--- config.mk ---
export PLATFORM = sky130hd
export DESIGN_NAME = seq_restoring_divider
export DESIGN_NICKNAME = d
export VERILOG_FILES = /design/src/rtl/div_pkg.sv /design/src/rtl/div_trial_sub.sv /design/src/rtl/seq_restoring_divider.sv
export SDC_FILE = /design/constraint.sdc
export NUM_CORES = 1
export LEC_CHECK = 0
export CORE_MARGIN = 5
export CORE_UTILIZATION = 49
export DETAILED_ROUTE_END_ITERATION = 6
export PLACE_DENSITY = 0.77
export RECOVER_POWER = 50
export REMOVE_ABC_BUFFERS = 1
export SYNTH_ARGS = -nofsm -noshare
export SYNTH_HDL_FRONTEND = slang
export SYNTH_SLANG_ARGS = --single-unit
--- constraint.sdc ---
create_clock -name clk -period 13.1 [get_ports clk]
set_input_delay 2.62 -clock clk [delete_from_list [all_inputs] [get_ports clk]]
set_output_delay 2.62 -clock clk [all_outputs]
set_load 0.05 [all_outputs]
--- src/rtl/div_pkg.sv ---
// div_pkg: shared state encoding, default width and counter sizing for the sequential divider.
package div_pkg;
  typedef enum logic [1:0] {IDLE = 2'd0, RUN = 2'd1, DONE = 2'd2} state_t;
  localparam int DIV_N_DEFAULT = 32;
  function automatic int cnt_w(input int n);
    return (n <= 2) ? 1 : $clog2(n);
  endfunction
endpackage

--- src/rtl/div_trial_sub.sv ---
// div_trial_sub: ripple subtractor a + ~b + 1 from full-adder cells; nonneg is the carry-out (a >= b).
module div_trial_sub #(
  parameter int W = 33
) (
  input  logic [W-1:0] a,
  input  logic [W-1:0] b,
  output logic [W-1:0] diff,
  output logic         nonneg
);
  logic [W:0] c;
  assign c[0] = 1'b1;
  for (genvar i = 0; i < W; i++) begin : g_fa
    assign diff[i]  = a[i] ^ ~b[i] ^ c[i];
    assign c[i+1]   = (a[i] & ~b[i]) | (a[i] & c[i]) | (~b[i] & c[i]);
  end
  assign nonneg = c[W];
endmodule

--- src/rtl/seq_restoring_divider.sv ---
// seq_restoring_divider: N-cycle restoring divider with start/done handshake.
// Define SEQ_DIV_SIGNED_EN for two's-complement operands (truncating toward zero).
module seq_restoring_divider
  import div_pkg::*;
#(
  parameter int N = DIV_N_DEFAULT
) (
  input  logic         clk,
  input  logic         rst_n,
  input  logic         start,
  input  logic [N-1:0] dividend,
  input  logic [N-1:0] divisor,
  output logic         busy,
  output logic         done,
  output logic [N-1:0] quotient,
  output logic [N-1:0] remainder,
  output logic         div_by_zero
);
  localparam int CW = cnt_w(N);
  state_t state, state_nx;
  logic [CW-1:0] cnt;
  logic [N:0] r, r_sh, diff, r_nx;
  logic [N-1:0] q, dvs, q_nx, a_mag, b_mag, q_fix, r_fix;
  logic nonneg, accept, dz;
  assign accept = start && state != RUN;
  assign dz     = divisor == '0;
  assign busy   = state == RUN;
  assign done   = state == DONE;
  assign r_sh   = {r[N-1:0], q[N-1]};
  div_trial_sub #(.W(N+1)) u_sub (.a(r_sh), .b({1'b0, dvs}), .diff(diff), .nonneg(nonneg));
  assign q_nx = {q[N-2:0], nonneg};
  assign r_nx = nonneg ? diff : r_sh;
`ifdef SEQ_DIV_SIGNED_EN
  logic neg_q, neg_r;
  assign a_mag = dividend[N-1] ? -dividend : dividend;
  assign b_mag = divisor[N-1] ? -divisor : divisor;
  assign q_fix = neg_q ? -q_nx : q_nx;
  assign r_fix = neg_r ? -r_nx[N-1:0] : r_nx[N-1:0];
  always_ff @(posedge clk or negedge rst_n)
    if (!rst_n) begin
      neg_q <= 1'b0;
      neg_r <= 1'b0;
    end else if (accept) begin
      neg_q <= dividend[N-1] ^ divisor[N-1];
      neg_r <= dividend[N-1];
    end
`else
  assign a_mag = dividend;
  assign b_mag = divisor;
  assign q_fix = q_nx;
  assign r_fix = r_nx[N-1:0];
`endif
  always_comb begin
    state_nx = IDLE;
    if (accept) state_nx = dz ? DONE : RUN;
    else if (state == RUN) state_nx = (cnt == '0) ? DONE : RUN;
  end
  always_ff @(posedge clk or negedge rst_n)
    if (!rst_n) begin
      state       <= IDLE;
      cnt         <= '0;
      r           <= '0;
      q           <= '0;
      dvs         <= '0;
      quotient    <= '0;
      remainder   <= '0;
      div_by_zero <= 1'b0;
    end else begin
      state <= state_nx;
      if (accept) begin
        cnt         <= CW'(N - 1);
        r           <= '0;
        q           <= a_mag;
        dvs         <= b_mag;
        div_by_zero <= dz;
        if (dz) begin
          quotient  <= '1;
          remainder <= dividend;
        end
      end else if (state == RUN) begin
        r   <= r_nx;
        q   <= q_nx;
        cnt <= cnt - 1'b1;
        // results appear only on the final iteration, never as partial values
        if (cnt == '0) begin
          quotient  <= q_fix;
          remainder <= r_fix;
        end
      end
    end
endmodule

After elaboration in Yosys (flattened, before gate mapping)
Cells that the tools add are included.

Register bits: 168. Bits of input ports: 67. Output and inout bits: 67. Logic and storage cells: 295.

$add $sub $neg: 1. Equal/unequal tests: 4. Mux-type cells: 19. Bitwise operators: 257. Reductions and logical operators: 6.

Operators by type and width (number): $mux 32 (13); $and 1x1->1 (95); $or 1x1->1 (66); $xor 1x1->1 (63); $not 1->1 (33); $logic_not 32->1 (1); $mux 5 (2); $mux 2 (4); $logic_not 5->1 (1); $sub 5x1->5 const B (1); $ne 2x1->1 const B (2); $reduce_bool 2->1 (2); $reduce_and 3->1 (1); $eq 2x1->1 const B (1); $eq 2x2->1 const B (1); $logic_and 1x1->1 (1).

Logic depth before layout (Yosys ltp)
Gate-level depths: netlist (run 1).

Depth in word-level cells: 104. Mapped depth: 39. Gate-level depth less buffers: 38.

By module
A second synthesis (run 1) with hierarchy kept.

Cell total of the unflattened synthesis: 749. Area, all modules: 8267.9 um2.

By module, submodules not included: seq_restoring_divider (instances 1, cells an instance 650, area each 7367.1 um2, sequential area each 4204.0 um2); div_trial_sub (instances 1, cells an instance 99, area each 900.9 um2, sequential area each 0.0 um2).

Worst setup path after synthesis (run 1)
Ideal clock, no wire load.

Path type: register to register. From: register q[31]. To: register remainder[10]. Library setup time: 0.126 ns. Data arrival time: 13.600 ns. Required time: 12.974 ns. Slack: -0.626 ns. Cell stages (with the launch flop): 40. Buffers on the path: 1. Period minus slack after synthesis: 13.726 ns. Cell sequence: dfrtp_1 > inv_1 > ha_1 > inv_1 > fa_1 > fa_1 > fa_1 > fa_1 > fa_1 > fa_1 > fa_1 > fa_1 > fa_1 > fa_1 > fa_1 > fa_1 > fa_1 > fa_1 > (+4 left out) > fa_1 > fa_1 > fa_1 > fa_1 > fa_1 > fa_1 > fa_1 > fa_1 > fa_1 > fa_1 > fa_1 > fa_1 > fa_1 > nor2_1 > buf_2 > mux2i_1 > nor2_1 > a311o_1.

Word-level cells in the longest chain between the ends: 103. Elaborated cells on any way between the ends: 135. Those cells by class: mux: 4; bitwise: 131.

Ends and longest elaborated chain: start: declaration (line seq_restoring_divider.sv:23) `logic [N-1:0] q, dvs, q_nx, a_mag, b_mag, q_fix, r_fix;`; start signal: assignment (line seq_restoring_divider.sv:73) `q <= a_mag;`; start signal: assignment (line seq_restoring_divider.sv:82) `q <= q_nx;`; $and 1x1->1 (line div_trial_sub.sv:14) `assign c[i+1] = (a[i] & ~b[i]) | (a[i] & c[i]) | (~b[i] & c[i]);`; $or 1x1->1 * (2 in a row) (line div_trial_sub.sv:14); $and 1x1->1 (line div_trial_sub.sv:14); $or 1x1->1 (line div_trial_sub.sv:14); $or 1x1->1 * (line div_trial_sub.sv:14); $and 1x1->1 (line div_trial_sub.sv:14); $or 1x1->1 (line div_trial_sub.sv:14); $or 1x1->1 * (line div_trial_sub.sv:14); (+84 left out); $and 1x1->1 (line div_trial_sub.sv:14); $or 1x1->1 (2 in a row) (line div_trial_sub.sv:14); $and 1x1->1 (line div_trial_sub.sv:14); $or 1x1->1 (2 in a row) (line div_trial_sub.sv:14); $mux 32 * (line seq_restoring_divider.sv:32) `assign r_nx = nonneg ? diff : r_sh;`; $mux 32 * (line seq_restoring_divider.sv:85) `if (cnt == '0) begin`; $mux 32 * (line seq_restoring_divider.sv:80) `end else if (state == RUN) begin`; $mux 32 * (line seq_restoring_divider.sv:70) `if (accept) begin`; end signal: assignment (line seq_restoring_divider.sv:78) `remainder <= dividend;`; end signal: assignment (line seq_restoring_divider.sv:87) `remainder <= r_fix;`; end: declaration (line seq_restoring_divider.sv:16) `output logic [N-1:0] remainder,`.

Every way passes the cells marked *; elsewhere a longest branch is shown, timed or not. The select of a mux whose other input is x is not followed. A chain may end at the register's enable or synchronous reset.

Worst setup path after layout (run 1)
From: register q[31]. To: register remainder[12].

Word-level cells in the longest chain between the ends: 103. Elaborated cells on any way between the ends: 135. Those cells by class: mux: 4; bitwise: 131.

Ends and longest elaborated chain (line): $and 1x1->1 (div_trial_sub.sv:14); $or 1x1->1 * (2 in a row) (div_trial_sub.sv:14); $and 1x1->1 (div_trial_sub.sv:14); $or 1x1->1 (div_trial_sub.sv:14); $or 1x1->1 * (div_trial_sub.sv:14); $and 1x1->1 (div_trial_sub.sv:14); $or 1x1->1 (div_trial_sub.sv:14); $or 1x1->1 * (div_trial_sub.sv:14); (+84 left out); $and 1x1->1 (div_trial_sub.sv:14); $or 1x1->1 (2 in a row) (div_trial_sub.sv:14); $and 1x1->1 (div_trial_sub.sv:14); $or 1x1->1 (2 in a row) (div_trial_sub.sv:14); $mux 32 * (seq_restoring_divider.sv:32); $mux 32 * (seq_restoring_divider.sv:85); $mux 32 * (seq_restoring_divider.sv:80); $mux 32 * (seq_restoring_divider.sv:70).

Marks and branches as above.

==> impl_metrics.tcl, run 1 <==
set metrics [dict create \
    wl_per_cell_um 19.72 \
    grt_pass1_vias 6677 \
    insertion_delay_ns 0.43 \
    antenna_left 0 \
    dr_total_vias 6505 \
    final.setup_skew_ns 0.01206 \
    min_to "q[9]" \
    start_util_pct 50.04 \
    layout_common_cells "dfrtp_1 (168), clkdlybuf4s50_1 (131), o21ai_0 (97)" \
    synth_edf_count 0 \
    ys_async_sr_fraction_pct 100.0 \
    syn_area_per_cell_um2 10.52 \
    final_nets 1006 \
    cts_tree "yes" \
    rsz0062_at_grt "yes" \
    slew-limit-headroom_pct -276.9 \
    post_drt_via_cell_ratio 5.721 \
    layout_commonest_cell "dfrtp_1" \
    cap_violations 2 \
    area_growth_pct 30.99 \
    peakVddDrop_v 0.0001727 \
    endpoint_kind "flop" \
    slowest_stage "dfrtp_1" \
    rrSetupSlack_ns 0.20 \
    io_pins 134 \
    fillers 1219 \
    diodes 0 \
    whs_ns 0.4990 \
    power.total_w 0.003408 \
    die_h_um 140.4 \
    cts_buffer_depth 2 \
    syn_area_um2 8328 \
    grtUsageTotal_pct 22.80 \
    worst_pin_slew_ns 5.653 \
    hp-class "reg2reg" \
    place.gp.congestion 0.7992 \
    critPathKind "reg2reg" \
    fmax_mhz 77.51 \
    ys_types 36 \
    ys_warn_count 0 \
    cts-root-buf "clkbuf_16" \
    placed_area_um2 9806 \
    cellLeakagePower_nw 4.450 \
    ys_seq_elements 168 \
    netlist_instances 792 \
    critPathBufInv 4 \
    status "finished, violations left" \
    critPathMaxFanout 10 \
    drtIter0Drc 731 \
    grt-ovfl-total 0 \
    rows 47 \
    fin_util_pct 65.55 \
    hpwl_mm 13.69 \
    fin_crit_sh_pct 98.48 \
    setup_viol 0 \
    grt_pass1_wl_mm 36.03 \
    arrival_ns 13.21 \
    p_per_area_nw_per_um2 312.4 \
    wirelength_mm 22.42 \
    violations "capacitance limit, slew limit" \
    core_area_um2 16640 \
    drcViolationCount 0 \
    path_delay_family "adder cells" \
    cts_made_buffers 17 \
    synth_flop_cell "dfrtp_1" \
    min_path_cells 2 \
    cts_sinks 168 \
    ff2ff_path_depth 40 \
    cts.clk_slew.worst_paths_ns 0.07 \
    h-tree-depth 4 \
    critPathLaunchType "flop" \
    drive_gt1_share_pct 14.61 \
    grt_max_degree 108 \
    hp-start "q[8]" \
    crit_cells 40 \
    die_area_um2 19700 \
    seq_area_frac_synth_pct 50.48 \
    cp_slowest_stage_delay_ns 0.40 \
    antenna_found_initial 0 \
    die_w_um 140.4 \
    portBuffers 133 \
    finalInstanceArea_um2 10910 \
    r2r-start "q[31]" \
    first_pass_iters 5 \
    critPathMostFrequentCell "fa_2" \
    min_period_ns 12.90 \
    hold_violations 0 \
    timing.rr.end "remainder[12]" \
    cp.required_ns 13.41 \
    drv_slew 161 \
]
-- sequential cells by signal, indices dropped and copies added (netlist names) --
signal,count
dvs,32
r,32
div_by_zero,1
q,32
cnt,5
quotient,32
state,2
remainder,32
-- Yosys cell counts (5+ instances only) --
cell	count	share of area, %
fa_1	31	7.5
mux2i_1	62	7.5
buf_2	17	1.0
buf_1	7	0.32
dfrtp_1	168	50
a311o_1	31	3.7
nand3b_1	32	2.9
and4_1	31	3.3
nor4_2	7	1.1
a21oi_1	36	2.2
nor3_1	5	0.30
o21ai_0	97	5.8
clkbuf_1	36	1.6
nand2_1	71	3.2
nor2_1	97	4.4
inv_1	36	1.6
-- routing by layer --
metal | track usage [%] | wire length (um) | vias up
met5 | 0 | 0 | -
met4 | 7.700 | 402 | 0
met3 | 5.249 | 1479 | 32
met2 | 35.21 | 10770 | 232
met1 | 31.97 | 9766 | 3258
li1 | - | - | 2983
-- worst register-to-register path: cells and delay by family, from the launching register on --
kind            cells  cell delay [ns]
simple gates        2             0.24
flops               1             0.40
fa+ha+maj          32            11.13
buf+inv             4             0.44
mux                 1             0.26
compound gates      1             0.35
-- worst max-delay path by stage --
| stage | start | end | slack, ns |
|---|---|---|---|
| floorplan | q[31] | remainder[10] | -2.12 |
| global placement | q[31] | remainder[23] | -0.76 |
| detailed placement | q[31] | remainder[18] | -1.00 |
| CTS | q[31] | remainder[9] | 0.04 |
| global route | q[31] | remainder[12] | -0.1 |
| finish | q[31] | remainder[12] | 0.20 |
-- metrics by stage --
stage          cells  worst slack [ns]  setup TNS, ns
2_1_floorplan    728            -2.124        -129.87
3_3_place_gp    1098           -0.7649         -38.45
3_5_place_dp    1098            -1.001         -53.87
4_1_cts         1134           0.03526              0
5_1_grt         1137          -0.09527         -1.693
6_report        1137            0.1986              0
-- power by group --
group          internal, W  switching, W  total, W
Clock             0.000330      0.000207  0.000537
Combinational     0.000896       0.00101   0.00191
Sequential        0.000773      0.000193  0.000966
Total              0.00200       0.00141   0.00341
-- kinds of logic after synthesis --
logic type	count (synthesis)	share of synthesized area (%)
muxes	64	7.722
buffers and inverters	100	5.078
AOI/OAI and AO/OA	168	12.09
DFF	168	50.48
and+or+nand+nor	256	16.51
adders and majority gates	34	7.903
xor gates and xnor gates	2	0.2104
-- layout make-up --
cell class	instances	area [um2]	area share, %
Inverter	36	135.1	1.239
Tap cell	220	275.3	2.523
Clock inverter	10	166.4	1.525
Sequential cell	168	4204	38.54
Multi-Input combinational cell	524	4054	37.16
Timing Repair Buffer	158	1614	14.80
Clock buffer	21	460.4	4.221
-- repair_timing --
action / CTS / global route
gates cloned: 2 / 1
buffers inserted: 3 / 2
hold buffers: 0 / 0
resized for setup: 33 / 51
pin swaps: 1 / 17
setup endpoints to repair: 66 / 53
No activity file was read; power rests on OpenSTA's default activity.
==> run 2, diff against run 1 <==
--- a/config.mk
+++ b/config.mk
@@ -6,11 +6,13 @@
 export NUM_CORES = 1
 export LEC_CHECK = 0
 export CORE_MARGIN = 5
-export CORE_UTILIZATION = 49
+export CORE_UTILIZATION = 56
+export CTS_BUF_LIST = sky130_fd_sc_hd__clkbuf_8
 export DETAILED_ROUTE_END_ITERATION = 6
-export PLACE_DENSITY = 0.77
+export PLACE_DENSITY = 0.83
 export RECOVER_POWER = 50
 export REMOVE_ABC_BUFFERS = 1
 export SYNTH_ARGS = -nofsm -noshare
 export SYNTH_HDL_FRONTEND = slang
+export SYNTH_HIERARCHICAL = 1
 export SYNTH_SLANG_ARGS = --single-unit
==> constraint.sdc (replaced) <==
create_clock -name clk -period 12.29 [get_ports clk]
set_input_delay 2.458 -clock clk [delete_from_list [all_inputs] [get_ports clk]]
set_output_delay 2.458 -clock clk [all_outputs]
set_load 0.05 [all_outputs]
==> run 2 against run 1 <==
Compared with the run above:
- the flow finishes with violations (capacitance limit, slew limit, setup timing)
- non-clock buffer count up 5
- maximum frequency down 0.70%
- worst hold slack better by 0.011 ns
- wire length up 2.4%
- clock-buffer cell count down 3
- area after synthesis down 0.72%
- critical path type unchanged
- largest cell class unchanged
- setup slack worse by 0.90 ns
==> impl_metrics.tcl, run 2 <==
set metrics [dict create \
    cts_sinks 168 \
    hp-class "reg2reg" \
    syn_area_per_cell_um2 11.04 \
    seq_area_um2 4204 \
    fin_util_pct 73.75 \
    place.gp.congestion 0.8275 \
    postCtsHoldBufs 0 \
    critPathMostFrequentCell "fa_2" \
    worst_pin_slew_ns 4.781 \
    cts-root-buf "clkbuf_8" \
    synthTopCellsByCount "dfrtp_1 (168), nor2_1 (99), inv_1 (70), o21ai_0 (67), mux2i_1 (64)" \
    wl_per_cell_um 21.31 \
    synthTopCellsByArea "dfrtp_1 (51%), fa_1 (7.7%), mux2i_1 (7.7%)" \
    grt_util_met3_pct 5.887 \
    final.setup_skew_ns 0.009879 \
    critPathKind "reg2reg" \
    hold_violations 0 \
    fin_crit_sh_pct 105.7 \
    cp_slowest_stage_delay_ns 0.41 \
    slew-limit-headroom_pct -218.8 \
    die_w_um 131.5 \
    min_period_ns 12.99 \
    diodes 0 \
    start_util_pct 56.89 \
    syn_area_um2 8268 \
    synth.most_common_cell "dfrtp_1" \
    grt_util_met2_pct 41.37 \
    layout_commonest_cell "dfrtp_1" \
    synth_flop_cell "dfrtp_1" \
    arrival_ns 13.35 \
    drcViolationCount 0 \
    grtUsageTotal_pct 25.52 \
    critPathLaunchType "flop" \
    drv_slew 276 \
    die_h_um 131.5 \
    synth.largest_area_cell "dfrtp_1" \
    use_met1_pct 33.69 \
    ys_warn_count 6 \
    cts_made_buffers 17 \
    fillers 916 \
    wirelength_mm 22.97 \
    ys_async_sr_fraction_pct 100.0 \
    critPathMaxFanout 9 \
    grt_pass1_wl_mm 35.62 \
    layout_common_cells "dfrtp_1 (168), clkdlybuf4s50_1 (131), nor2_1 (98)" \
    h-tree-depth 4 \
    ys_types 32 \
    slowest_stage "fa_2" \
    busiest_layer "met2" \
    setup_viol 66 \
    core_area_um2 14530 \
    violations "capacitance limit, slew limit, setup timing" \
    netlist_instances 749 \
    insertion_delay_ns 0.48 \
    multi_input_area_um2 3953 \
    ys_seq_elements 168 \
    die_area_um2 17290 \
    finalWorstSetupSlack_ns -0.7024 \
    post_drt_via_cell_ratio 5.987 \
    seq_area_frac_synth_pct 50.85 \
    rsz0062_at_grt "yes" \
    placed_area_um2 9731 \
    cp.required_ns 12.65 \
    portBuffers 133 \
    grt_pass1_vias 6644 \
    dr_total_vias 6454 \
    cap_violations 4 \
    antenna_found_initial 0 \
    final_nets 982 \
    grt-ovfl-total 0 \
    antenna_left 0 \
    status "finished, violations left" \
    synth_top_area_share_pct 50.85 \
    fmax_mhz 76.97 \
    cts.clk_slew.worst_paths_ns 0.09 \
    area_growth_pct 29.65 \
    grt_max_degree 92 \
    first_pass_iters 5 \
    rows 44 \
    finalInstanceArea_um2 10720 \
    cts_tree "yes" \
    drive_gt1_share_pct 20.58 \
    drtIter0Drc 628 \
    synth_edf_count 0 \
    hpwl_mm 14.01 \
    io_pins 134 \
    endpoint_kind "flop" \
    cts_buffer_depth 2 \
]
run 2: kinds of logic (layout without fill, tap and decap cells):
kind of cell	Yosys count	in the layout	share of synthesized area, %
DFF	168	168	50.85
adders and majority gates	34	34	8.051
buffers and inverters	120	265	6.416
other	1	1	0.04536
and+or+nand+nor	190	190	11.79
AOI/OAI and AO/OA	139	139	10.64
muxes	96	96	12.11
xor gates and xnor gates	1	1	0.1060
run 2: timing repair:
| item | CTS | global route |
|---|---|---|
| setup endpoints to repair | 66 | 66 |
| buffers inserted | 3 | 8 |
| gates resized for setup | 75 | 57 |
| cloned | 1 | 2 |
| pin swaps | 3 | 6 |
run 2: worst paths after layout:
kind,from,end,slack [ns],cells past startpoint
max,q[31],remainder[1],-0.70,40
min,q[18],q[19],0.51,2
max reg2reg,q[31],remainder[1],-0.70,40
min reg2reg,q[18],q[19],0.51,2
max in group asynchronous,rst_n,state[0],3.01,2
min in group asynchronous,rst_n,quotient[29],3.68,1
run 2: area by class of cell:
cell class                      count  share of cell area [%]
Multi-Input combinational cell    461                   36.87
Clock inverter                     14                   1.389
Inverter                           70                   2.451
Clock buffer                       18                   2.311
Sequential cell                   168                   39.22
Timing Repair Buffer              163                   15.61
Tap cell                          184                   2.148
run 2: critical path: cells and delay by family, from the launching register on:
kind,cells,cell delay [ns]
flip-flops,1,0.36
AND/OR/NAND/NOR,1,0.06
adder cells (fa/ha/maj),33,11.47
multiplexers,1,0.25
AO/OA/AOI/OAI,1,0.28
buffers and inverters,4,0.46
run 2: through the flow:
step	TNS [ns]	instances	setup WS, ns	hold slack [ns]
2_1_floorplan	-129.11	699	-2.061	0.4713
3_3_place_gp	-94.49	1034	-1.594	0.4889
3_5_place_dp	-107.35	1034	-1.813	0.4920
4_1_cts	-26.50	1070	-0.5409	0.5137
5_1_grt	-46.82	1078	-0.8601	0.5468
6_report	-35.72	1078	-0.7024	0.5098
run 2: per-layer routing:
metal	vias to the layer above	routed length [um]
li1	2810	-
met1	3232	9086
met2	345	11450
met3	67	1629
met4	0	806
met5	-	0
Power of run 2 is left out: the tool's default activity adds up to more than one toggle a clock period on the data nets, which glitch-free logic cannot reach.
==> run 3, diff against run 2 <==
--- a/config.mk
+++ b/config.mk
@@ -6,10 +6,10 @@
 export NUM_CORES = 1
 export LEC_CHECK = 0
 export CORE_MARGIN = 5
-export CORE_UTILIZATION = 56
+export CORE_UTILIZATION = 50
 export CTS_BUF_LIST = sky130_fd_sc_hd__clkbuf_8
 export DETAILED_ROUTE_END_ITERATION = 6
-export PLACE_DENSITY = 0.83
+export PLACE_DENSITY = 0.78
 export RECOVER_POWER = 50
 export REMOVE_ABC_BUFFERS = 1
 export SYNTH_ARGS = -nofsm -noshare
==> constraint.sdc (replaced) <==
create_clock -name clk -period 11.1 [get_ports clk]
set_input_delay 2.22 -clock clk [delete_from_list [all_inputs] [get_ports clk]]
set_output_delay 2.22 -clock clk [all_outputs]
set_load 0.05 [all_outputs]
==> run 3 against run 2 <==
Compared with the run above:
- the run still ends with capacitance limit, slew limit, setup timing left
- flip-flop and latch count is the same
- via count decreased by 2.0%
- maximum frequency is 1.1% higher
- setup slack worse by 1.0 ns
- wire length is 3.0% lower
- die area increased by 11%
- global-route usage down 2.8 points
- cell area grew 1.3%
- non-clock buffer count is 6 higher
- critical endpoint is now remainder[11]
==> impl_metrics.tcl, run 3 (synthesized netlist as in run 2, its figures left out) <==
set metrics [dict create \
    rows 47 \
    peakVddDrop_v 0.0001734 \
    layout_commonest_cell "dfrtp_1" \
    area_growth_pct 31.33 \
    wl_per_cell_um 19.89 \
    hp-class "reg2reg" \
    diodes 0 \
    path_delay_family "adder cells" \
    cellLeakagePower_nw 4.706 \
    grt_max_degree 88 \
    setup_viol 66 \
    cap_violations 4 \
    die_area_um2 19210 \
    first_pass_iters 5 \
    antenna_found_initial 0 \
    grt_pass1_vias 6452 \
    layout_common_cells "dfrtp_1 (168), clkdlybuf4s50_1 (131), nor2_1 (96)" \
    min_period_ns 12.84 \
    final_nets 988 \
    fin_crit_sh_pct 115.7 \
    power.total_w 0.004196 \
    die_w_um 138.6 \
    core_area_um2 16410 \
    post_drt_via_cell_ratio 5.649 \
    slowest_stage "fa_2" \
    hold_violations 0 \
    whs_ns 0.5144 \
    wirelength_mm 22.28 \
    grtUsageTotal_pct 22.68 \
    drtIter0Drc 515 \
    antenna_left 0 \
    cts_sinks 168 \
    grt_pass1_wl_mm 34.87 \
    die_h_um 138.6 \
    p_per_area_nw_per_um2 386.5 \
    finalWorstSetupSlack_ns -1.745 \
    drcViolationCount 0 \
    io_pins 134 \
    cts.clk_slew.worst_paths_ns 0.08 \
    endpoint_kind "flop" \
    slew-limit-headroom_pct -224.6 \
    grt-ovfl-total 0 \
    worst_pin_slew_ns 4.869 \
    dr_total_vias 6327 \
    cts_made_buffers 17 \
    portBuffers 133 \
    place.gp.congestion 0.7996 \
    fillers 1194 \
    worstSetupStartpoint "q[31]" \
    critPathMostFrequentCell "fa_2" \
    hpwl_mm 13.66 \
    cts_tree "yes" \
    critPathMaxFanout 9 \
    cp_slowest_stage_delay_ns 0.37 \
    arrival_ns 13.18 \
    hp-start "div_by_zero" \
    critPathBufInv 4 \
    placed_area_um2 9776 \
    seq_area_um2 4204 \
    cts-root-buf "clkbuf_8" \
    finalInstanceArea_um2 10860 \
    rsz0062_at_grt "yes" \
    final_cells 1120 \
    violations "capacitance limit, slew limit, setup timing" \
    cp.required_ns 11.43 \
    cts_buffer_depth 2 \
    status "finished, violations left" \
    r2r-start "q[31]" \
    critPathLaunchType "flop" \
    drive_gt1_share_pct 21.11 \
    drv_slew 276 \
    postCtsHoldBufs 0 \
    dp.cells 1070 \
    insertion_delay_ns 0.46 \
    h-tree-depth 4 \
    fmax_mhz 77.85 \
    critPathKind "reg2reg" \
    multi_input_area_um2 3984 \
    final.setup_skew_ns 0.01317 \
    start_util_pct 50.39 \
]
## run 3: worst paths after layout
kind / depth (start not counted) / endpoint / slack (ns)
worst max-delay path: 40 / remainder[11] / -1.74
worst min-delay path: 2 / div_by_zero / 0.51
worst max register to register: 40 / remainder[11] / -1.74
worst min register to register: 2 / div_by_zero / 0.51
max in group asynchronous: 2 / dvs[19] / 3.81
min in group asynchronous: 1 / quotient[2] / 3.50
## run 3: layer usage
metal  global-route usage [%]  part of all wire [%]  up-vias
met4                    9.100                   2.8        0
met5                        0                     0        -
met2                    36.69                    51      260
met1                    30.86                    41     3205
li1                         -                     -     2816
met3                    3.724                   6.1       46
## run 3: repair_timing
item	4_1_cts	5_1_grt
setup buffers	11	8
cloned	3	0
resized for setup	91	53
endpoints found under the setup margin	66	66
pin swaps	1	0
## run 3: layout make-up
class	count	area share [%]
inverter	70	2.420
sequential	168	38.72
tap	220	2.535
timing repair buffer	169	15.37
multi-input combinational	461	36.69
clock inverter	13	1.855
clock buffer	19	2.408
## run 3: power breakdown
part / leakage, nW / switching [W] / internal (W)
registers: 2.01 / 0.000257 / 0.000922
logic: 2.47 / 0.00137 / 0.00114
clock network: 0.233 / 0.000225 / 0.000278
## run 3: tightest hold or removal path, cell delays in order (launching register included)
cell and delay [ns]:
dfrtp_1 0.37, nand2_1 0.06, nand2_1 0.06
## run 3: stage by stage
stage	setup TNS [ns]	setup slack [ns]	util [%]
final	-104.77	-1.745	66.18
after global routing	-120.12	-1.978	66.18
after CTS	-94.63	-1.600	65.06
after detailed placement	-184.29	-2.954	59.58
after global placement	-173.58	-2.813	59.58
after floorplan	-207.65	-3.251	-
